===== src/rtl/y_receiver_if.sv =====
// Y-side four-phase handshake bundle: request, data word,
// parity bit and the receiver acknowledge.
interface y_receiver_if #(
  parameter int WIDTH = 32
);
  logic             YREQ;
  logic [WIDTH-1:0] YDATA;
  logic             YPARITY;
  logic             YACK;

  modport master (
    output YREQ,
    output YDATA,
    output YPARITY,
    input  YACK
  );

  modport slave (
    input  YREQ,
    input  YDATA,
    input  YPARITY,
    output YACK
  );
endinterface


===== src/rtl/y_receiver.sv =====
// Four-phase Y-side receiver with parity check, sticky error
// reporting and a small receive FIFO drained by RVALID/RREADY.
module y_receiver #(
  parameter int WIDTH = 32,
  parameter int DEPTH = 4
) (
  input  logic                     clk,
  input  logic                     rst,
  y_receiver_if.slave              y,
  input  logic                     PARITYSEL,
  output logic [WIDTH-1:0]         RDATA,
  output logic                     RVALID,
  input  logic                     RREADY,
  output logic [$clog2(DEPTH):0]   LEVEL,
  output logic                     PERR,
  input  logic                     PERR_CLR,
  output logic [7:0]               ERRCNT
);
  localparam int AW = $clog2(DEPTH);
  localparam int LW = AW + 1;

  typedef enum logic {S_IDLE, S_ACK} state_t;

  state_t         state_q, state_d;
  logic           yack_q, yack_d;
  logic [AW-1:0]  wptr_q, wptr_d;
  logic [AW-1:0]  rptr_q, rptr_d;
  logic [LW-1:0]  level_q, level_d;
  logic           perr_q, perr_d;
  logic [7:0]     errcnt_q, errcnt_d;
  logic [WIDTH-1:0] mem_q [DEPTH];

  logic space, sample, par_ok, push, pop, perr_hit;

  // Space is judged on the pre-pop level, so full never accepts.
  assign space    = level_q < LW'(DEPTH);
  assign sample   = (state_q == S_IDLE) && y.YREQ && space;
  assign par_ok   = (^{y.YDATA, y.YPARITY}) == PARITYSEL;
  assign push     = sample && par_ok;
  assign perr_hit = sample && !par_ok;
  assign pop      = RREADY && (level_q != '0);

  always_comb begin
    state_d  = state_q;
    wptr_d   = wptr_q;
    rptr_d   = rptr_q;
    perr_d   = perr_q;
    errcnt_d = errcnt_q;
    unique case (state_q)
      S_IDLE: if (sample) state_d = S_ACK;
      S_ACK:  if (!y.YREQ) state_d = S_IDLE;
      default: state_d = S_IDLE;
    endcase
    yack_d  = (state_d == S_ACK);
    if (push) wptr_d = wptr_q + AW'(1);
    if (pop)  rptr_d = rptr_q + AW'(1);
    level_d = level_q + LW'(push) - LW'(pop);
    if (perr_hit) begin
      perr_d   = 1'b1;
      errcnt_d = PERR_CLR ? 8'd1 :
                 (errcnt_q == 8'hFF) ? 8'hFF :
                 errcnt_q + 8'd1;
    end else if (PERR_CLR) begin
      perr_d   = 1'b0;
      errcnt_d = 8'd0;
    end
  end

  always_ff @(posedge clk or posedge rst) begin
    if (rst) begin
      state_q  <= S_IDLE;
      yack_q   <= 1'b0;
      wptr_q   <= '0;
      rptr_q   <= '0;
      level_q  <= '0;
      perr_q   <= 1'b0;
      errcnt_q <= 8'd0;
    end else begin
      state_q  <= state_d;
      yack_q   <= yack_d;
      wptr_q   <= wptr_d;
      rptr_q   <= rptr_d;
      level_q  <= level_d;
      perr_q   <= perr_d;
      errcnt_q <= errcnt_d;
    end
  end

  // Storage holds no reset; only pointers/level define contents.
  always_ff @(posedge clk) begin
    if (push) mem_q[wptr_q] <= y.YDATA;
  end

  assign y.YACK = yack_q;
  assign RDATA  = mem_q[rptr_q];
  assign RVALID = (level_q != '0);
  assign LEVEL  = level_q;
  assign PERR   = perr_q;
  assign ERRCNT = errcnt_q;
endmodule


===== src/flat_wrapper.sv =====
// flat-port wrapper written by rule: the top's interface ports become plain ports
module y_receiver_flat 
#(
  parameter int WIDTH = 32,
  parameter int DEPTH = 4
)
  (clk, rst, PARITYSEL, RDATA, RVALID, RREADY, LEVEL, PERR, PERR_CLR, ERRCNT, y_YREQ, y_YDATA, y_YPARITY, y_YACK);
  y_receiver_if #(.WIDTH(WIDTH)) y_i ();
  input  logic clk;
  input  logic rst;
  input  logic PARITYSEL;
  output logic [WIDTH-1:0] RDATA;
  output logic RVALID;
  input  logic RREADY;
  output logic [$clog2(DEPTH):0] LEVEL;
  output logic PERR;
  input  logic PERR_CLR;
  output logic [7:0] ERRCNT;
  input wire logic [$bits(y_i.YREQ)-1:0] y_YREQ;
  input wire logic [$bits(y_i.YDATA)-1:0] y_YDATA;
  input wire logic [$bits(y_i.YPARITY)-1:0] y_YPARITY;
  output wire logic [$bits(y_i.YACK)-1:0] y_YACK;
  assign y_i.YREQ = y_YREQ;
  assign y_i.YDATA = y_YDATA;
  assign y_i.YPARITY = y_YPARITY;
  assign y_YACK = y_i.YACK;
  y_receiver #(.WIDTH(WIDTH), .DEPTH(DEPTH)) u_core (.clk(clk), .rst(rst), .y(y_i), .PARITYSEL(PARITYSEL), .RDATA(RDATA), .RVALID(RVALID), .RREADY(RREADY), .LEVEL(LEVEL), .PERR(PERR), .PERR_CLR(PERR_CLR), .ERRCNT(ERRCNT));
endmodule

===== config.mk =====
export PLATFORM = sky130hd
export DESIGN_NAME = y_receiver_flat
export DESIGN_NICKNAME = d
export VERILOG_FILES = /design/src/rtl/y_receiver_if.sv /design/src/rtl/y_receiver.sv /design/src/flat_wrapper.sv
export SDC_FILE = /design/constraint.sdc
export NUM_CORES = 1
export LEC_CHECK = 0
export CAP_MARGIN = 5
export CORE_UTILIZATION = 45
export CTS_CLUSTER_DIAMETER = 80
export DETAILED_ROUTE_END_ITERATION = 8
export PLACE_DENSITY = 0.72
export SYNTH_ARGS = -nofsm -noshare
export SYNTH_HDL_FRONTEND = slang
export SYNTH_SLANG_ARGS = --single-unit

===== constraint.sdc =====
create_clock -name clk -period 2.5 [get_ports clk]
set_clock_uncertainty 0.2 [all_clocks]
set_input_delay 0.5 -clock clk [delete_from_list [all_inputs] [get_ports clk]]
set_output_delay 0.5 -clock clk [all_outputs]
set_load 0.02 [all_outputs]

==> results of run 1 <==
[repair_timing]
action / in CTS / in global routing
setup buffers: 17 / 8
endpoints found under the setup margin: 174 / 159
gates resized for setup: 269 / 93
cloned: 4 / 3
hold endpoints to repair: 0 / 0
pin swaps: 31 / 21
[logic make-up after synthesis]
| logic type | Yosys count |
|---|---|
| adders and majority gates | 8 |
| buffers and inverters | 20 |
| DFF | 145 |
| muxes | 46 |
| and+or+nand+nor | 40 |
| xor gates and xnor gates | 40 |
| AOI/OAI and AO/OA | 10 |
[flip-flops by register name, summed over array words and instances, names as in the netlist]
| name | flops |
|---|---|
| u_core.mem_q | 128 |
| u_core.ERRCNT | 8 |
| u_core.state_q | 1 |
| u_core.PERR | 1 |
| u_core.rptr_q | 2 |
| u_core.LEVEL | 3 |
| u_core.wptr_q | 2 |
[worst paths after layout]
check | from | endpoint | slack, ns
min reg2reg | u_core.PERR | u_core.PERR | 0.34
max in group asynchronous | rst | u_core.rptr_q[0] | 1.33
max | y_YDATA[9] | u_core.mem_q[1][7] | -0.09
max reg2reg | u_core.LEVEL[2] | u_core.mem_q[1][7] | 0.22
min | y_YDATA[26] | u_core.mem_q[3][26] | 0.14
min in group asynchronous | rst | u_core.LEVEL[0] | 0.29
[final cells by class]
type | instances | area, sq um | area share
clock inverters | 15 | 148 | 0.0168
flip-flops and latches | 145 | 4270 | 0.485
multi-input cells | 144 | 1950 | 0.221
clock buffers | 17 | 425 | 0.0483
well taps | 172 | 215 | 0.0244
inverters | 11 | 41.3 | 0.00469
repair buffers | 162 | 1760 | 0.200
[per-layer routing]
layer  part of all wire  track usage
met1               0.43        0.252
met2               0.52        0.335
met3              0.046       0.0514
met4              0.012       0.0593
met5                  0            0
[where the power goes]
group	leakage [nW]	switching (W)	total [W]	internal, W
logic	1.69	0.00183	0.00406	0.00223
clock network	0.280	0.00106	0.00246	0.00140
registers	1.37	0.000121	0.00308	0.00296
[worst register-to-register path, delay by kind of cell (launching register included)]
kind / cells / cell delay (ns)
buffers and inverters: 5 / 0.61
multiplexers: 1 / 0.18
AND/OR/NAND/NOR: 3 / 0.57
flip-flops: 1 / 0.43
[per-stage QoR]
| stage | worst slack [ns] | power (W) | instances | cell area [sq um] | utilization |
|---|---|---|---|---|---|
| finish | -0.0903 | 0.00959 | 666 | 8810 | 0.687 |
| global route | -0.130 | 0.00996 | 666 | 8810 | 0.687 |
| CTS | -0.0684 | 0.00905 | 659 | 8530 | 0.665 |
| detailed placement | -0.950 | 0.00652 | 609 | 7670 | 0.598 |
| global placement | -0.873 | 0.00646 | 609 | 7670 | 0.598 |
| floorplan | -0.225 | 0.00504 | 309 | 6070 | - |
[layout by cell type (no fill, tap or decap), types with 13 or more instances in the layout]
cell,netlist,final
buf_6,0,41
xnor2_2,1,16
mux4_2,32,32
buf_4,0,48
dfrtp_1,17,16
edfxtp_1,128,128
clkbuf_16,0,20
buf_2,0,13
clkdlybuf4s50_1,0,18
buf_12,0,16
==> reports/results.txt, run 1 <==
Complex-gate fraction of the synthesized area: 0.0114
Synth area leader: edfxtp_1
Mean post-synth cell area: 19.5 sq um
DR DRC count: 0
Post-synth top cells: 128 x edfxtp_1, 32 x mux4_2, 29 x xnor2_1, 17 x dfrtp_1
Initial Util: 0.471
First drt pass iteration count: 4
Synth Cell Area: 0.00604 sq mm
Final Hold Viols: 0
Via count: 3403
Ys flop type: edfxtp_1
Warnings from Yosys: 0
Violated checks: setup timing
Req. time, crit path: 2.44 ns
Clock slew at reported path FFs: 0.07 ns
Syn Nets: 356
Final nets: 528
Die Height: 118 um
CP Max Fanout: 6
Worst hold path cell count: 1
Post-synth cell types: 32
Setup-failing EPs final: 41
Worst min path class: input pin to flop
Max VDD drop: 0.000547 V
Main combinational cell family by area after synthesis: multiplexers
Mux cell area share after synthesis: 0.146
Number of global-route vias before repair: 3671
Worst Reg-to-Reg Cells: 9
Post-route ant nets: 0
Lkg Pwr: 3.35 nW
Delay-heaviest family, CP: XOR/XNOR gates
Root Driver: clkbuf_16
Crit path buf inv count: 5
Simple-Gate Fraction of Synth Area: 0.0354
Most frequent cell after synthesis: edfxtp_1
Number of synthesized flops with an enable pin: 128
Most area-consuming cells after synthesis: edfxtp_1 64%, mux4_2 12%, dfrtp_1 7.0%
H-tree depth: 4
Initial antenna violation count: 0
Final hold slack: 0.141 ns
Overflow after GRT: 0
CTS tree: done
Num CTS Buffers: 17
Synth top area share: 0.637
Post-Synth Adder-Cell Area: 0.0178
Setup crit start kind: input pin
Post-synthesis xor/xnor area fraction: 0.0696
Dpl hpwl: 7810 um
Number of buffers on the longest clock path: 2
Number of cells on the critical path: 10
Port Buffers: 84
Power Density: 1090 mW/mm^2
WL/cell: 20.1 um
Async S/R FF share, synth: 0.117
Max_cap viols: 0
Outcome: finished, violations left
Full die area: 0.0139 sq mm
Cell Chain, Critical Path: dlygate4sd2_1, xnor2_4, xnor2_4, xor3_2, mux2i_4, buf_6, buf_6, and2_4, buf_12, clkbuf_16
Final TNS setup: -1.89 ns
Max Freq: 386 MHz
# diodes: 0
Share of layout cells above drive strength 1: 0.484
First-pass GRT wire length: 20300 um
Cts-stage hold buffer count: 0
Chip width: 118 um
DR iter-0 viols: 218
Worst Path Arrival: 2.53 ns
Syn-to-layout area delta: 45.9%
Skew-Pair Late Insertion Delay: 0.42 ns
Sequential area share after synthesis: 0.707
Min Tclk post-route: 2.59 ns
Critical Path End Type: flop
Final setup margin: -0.0903 ns
Tightest Pin Transition: 0.702 ns
Crit Path Class: input pin to flop
Synth Instances: 309
Unrepaired setup endpoints after global routing: yes
Worst path slowest cell: xor3_2
Slew headroom: 0.532
Fillers: 812
Final WL: 13400 um
Clk sinks: 145
Gr usage total: 0.198
Synthesis-stage register bit count: 145
Post-DR vias/cell: 5.11
# IOs: 85
Largest net degree at the start of global routing: 34
Site Rows: 41
Final period utilization: 1.04
Worst path max stage delay: 0.41 ns
Core Region: 0.0128 sq mm
GPL Wtd Cong: 0.815
Final max-slew violation count: 0
Note: power is estimated with default switching activity, not from simulation.
==> run 2: changes to the inputs <==
--- a/config.mk
+++ b/config.mk
@@ -9,6 +9,7 @@
 export CORE_UTILIZATION = 45
 export CTS_CLUSTER_DIAMETER = 80
 export DETAILED_ROUTE_END_ITERATION = 8
+export GPL_TIMING_DRIVEN = 0
 export PLACE_DENSITY = 0.72
 export SYNTH_ARGS = -nofsm -noshare
 export SYNTH_HDL_FRONTEND = slang
==> reports/results.txt, run 2 (synthesized netlist as in run 1, its figures left out) <==
Outcome: finished, violations left
Violated checks: setup timing
Site Rows: 41
Final core occ: 0.652
Most common cell after layout, fill and taps aside: edfxtp_1
# diodes: 0
Worst path max stage delay: 0.53 ns
Final Hold Viols: 0
Worst path slowest cell: xor3_2
Most frequent cells in the layout: 128 x edfxtp_1, 33 x buf_6, 32 x mux4_2, 22 x buf_2, 21 x xnor2_2
Setup-failing EPs final: 52
Number of global-route vias before repair: 3499
Largest net degree at the start of global routing: 18
First drt pass iteration count: 4
Met3 GRT Util: 0.0494
Max VDD drop: 0.000700 V
Chip width: 118 um
Core Region: 0.0128 sq mm
Gr usage total: 0.195
Final nets: 490
Root Driver: clkbuf_16
Tightest Pin Transition: 0.676 ns
Initial antenna violation count: 0
Setup crit start kind: input pin
Worst min path class: input pin to flop
Place WS: -1.31 ns
Initial Util: 0.471
Final Power: 0.00955 W
Skew-Pair Late Insertion Delay: 0.41 ns
M1 GR Usage: 0.249
Slew headroom: 0.549
R2r startpoint: u_core.LEVEL[2]
Cts-stage hold buffer count: 0
GRT Max-Usage Layer: met2
H-tree depth: 4
Number of buffers on the longest clock path: 2
Final hold slack: 0.100 ns
Post-DR vias/cell: 5.33
Cell Chain, Critical Path: buf_6, xnor2_4, xnor2_2, xnor2_2, xor3_2, mux2i_4, buf_6, ha_4, fa_2, xnor2_1
# IOs: 85
Max reg flops: 128
Post-route ant nets: 0
Full die area: 0.0139 sq mm
Critical Path End Type: flop
Lkg Pwr: 3.14 nW
Clock slew at reported path FFs: 0.06 ns
CP Max Fanout: 5
Worst hold path cell count: 1
Dpl hpwl: 6920 um
Min-delay src: y_YDATA[23]
CP Launch Point: y_YDATA[31]
M2 GR Usage: 0.317
Final setup margin: -0.0540 ns
CTS tree: done
First-pass GRT wire length: 19700 um
Via count: 3350
Cell Count, Final, Fillers Out: 628
Final period utilization: 1.02
Port Buffers: 84
Crit path buf inv count: 2
Share of layout cells above drive strength 1: 0.447
Worst Path Arrival: 2.66 ns
Worst Reg-to-Reg Cells: 6
Min Tclk post-route: 2.55 ns
Delay-heaviest family, CP: XOR/XNOR gates
Overflow after GRT: 0
Top reg by flops: u_core.mem_q
Syn-to-layout area delta: 38.4%
Max Freq: 392 MHz
Req. time, crit path: 2.60 ns
Max_cap viols: 0
Cells after DPL: 565
Die Height: 118 um
Final max-slew violation count: 0
WL/cell: 21.2 um
Unrepaired setup endpoints after global routing: yes
DR DRC count: 0
Power Density: 1140 mW/mm^2
Crit Path Class: input pin to flop
Final WL: 13300 um
GPL Wtd Cong: 0.776
Clk sinks: 145
Num CTS Buffers: 17
DR iter-0 viols: 361
Number of cells on the critical path: 10
run 2: cell types whose count changed in the layout (fill, tap and decap cells not counted), sizes merged:
| cell | before | now |
|---|---|---|
| buf | 126 | 79 |
| and2 | 5 | 12 |
| inv | 18 | 11 |
| clkbuf | 25 | 30 |
| clkdlybuf4s15 | 8 | 3 |
| bufinv | 1 | 5 |
| dlygate4sd2 | 2 | 6 |
| clkinv | 6 | 8 |
| clkinvlp | 1 | 0 |
run 2: layout make-up:
cell class              count  area [sq um]
plain buffers               7          92.6
flip-flops and latches    145          4270
inverters                  11          41.3
well taps                 172           215
repair buffers            110          1070
clock inverters            13           191
fillers                   890          4470
multi-input cells         151          2050
clock buffers              19           433
run 2: layer usage:
| metal | share of wire | vias to the layer above |
|---|---|---|
| met5 | 0 | - |
| met4 | 0.014 | 0 |
| met3 | 0.050 | 14 |
| met2 | 0.52 | 111 |
| met1 | 0.42 | 1747 |
| li1 | - | 1478 |
run 2: path summary, 6_finish.rpt:
check / to / slack [ns]
max in group asynchronous: u_core.rptr_q[1] / 1.35
hold reg to reg: u_core.state_q / 0.35
hold / removal: u_core.mem_q[2][23] / 0.10
min in group asynchronous: u_core.LEVEL[2] / 0.28
setup / recovery: u_core.LEVEL[2] / -0.05
setup reg to reg: u_core.mem_q[3][20] / 0.37
run 2: worst register-to-register path: cells and delay by family, from the launching register on:
| kind | cells | cell delay [ns] |
|---|---|---|
| muxes | 1 | 0.19 |
| DFF | 1 | 0.41 |
| buffers and inverters | 2 | 0.27 |
| and+or+nand+nor | 3 | 0.71 |
run 2: where the power goes:
group | leakage, nW | switching, W | internal [W] | total (W)
Combinational | 1.46 | 0.00177 | 0.00199 | 0.00377
Clock | 0.309 | 0.000933 | 0.00175 | 0.00269
Sequential | 1.37 | 0.000140 | 0.00296 | 0.00310
run 2: stage by stage:
stage / setup TNS (ns) / cell area (sq um)
detailed placement: -192.92 / 7130
global placement: -189.44 / 7130
finish: -1.62 / 8360
floorplan: -25.70 / 6070
global route: -5.98 / 8360
CTS: -0.417 / 8100
run 2: repair_timing:
| item | 4_1_cts | 5_1_grt |
|---|---|---|
| gates resized for setup | 311 | 68 |
| setup buffers | 17 | 7 |
| endpoints found under the setup margin | 174 | 148 |
| gates cloned | 6 | 5 |
| pin swaps | 28 | 15 |
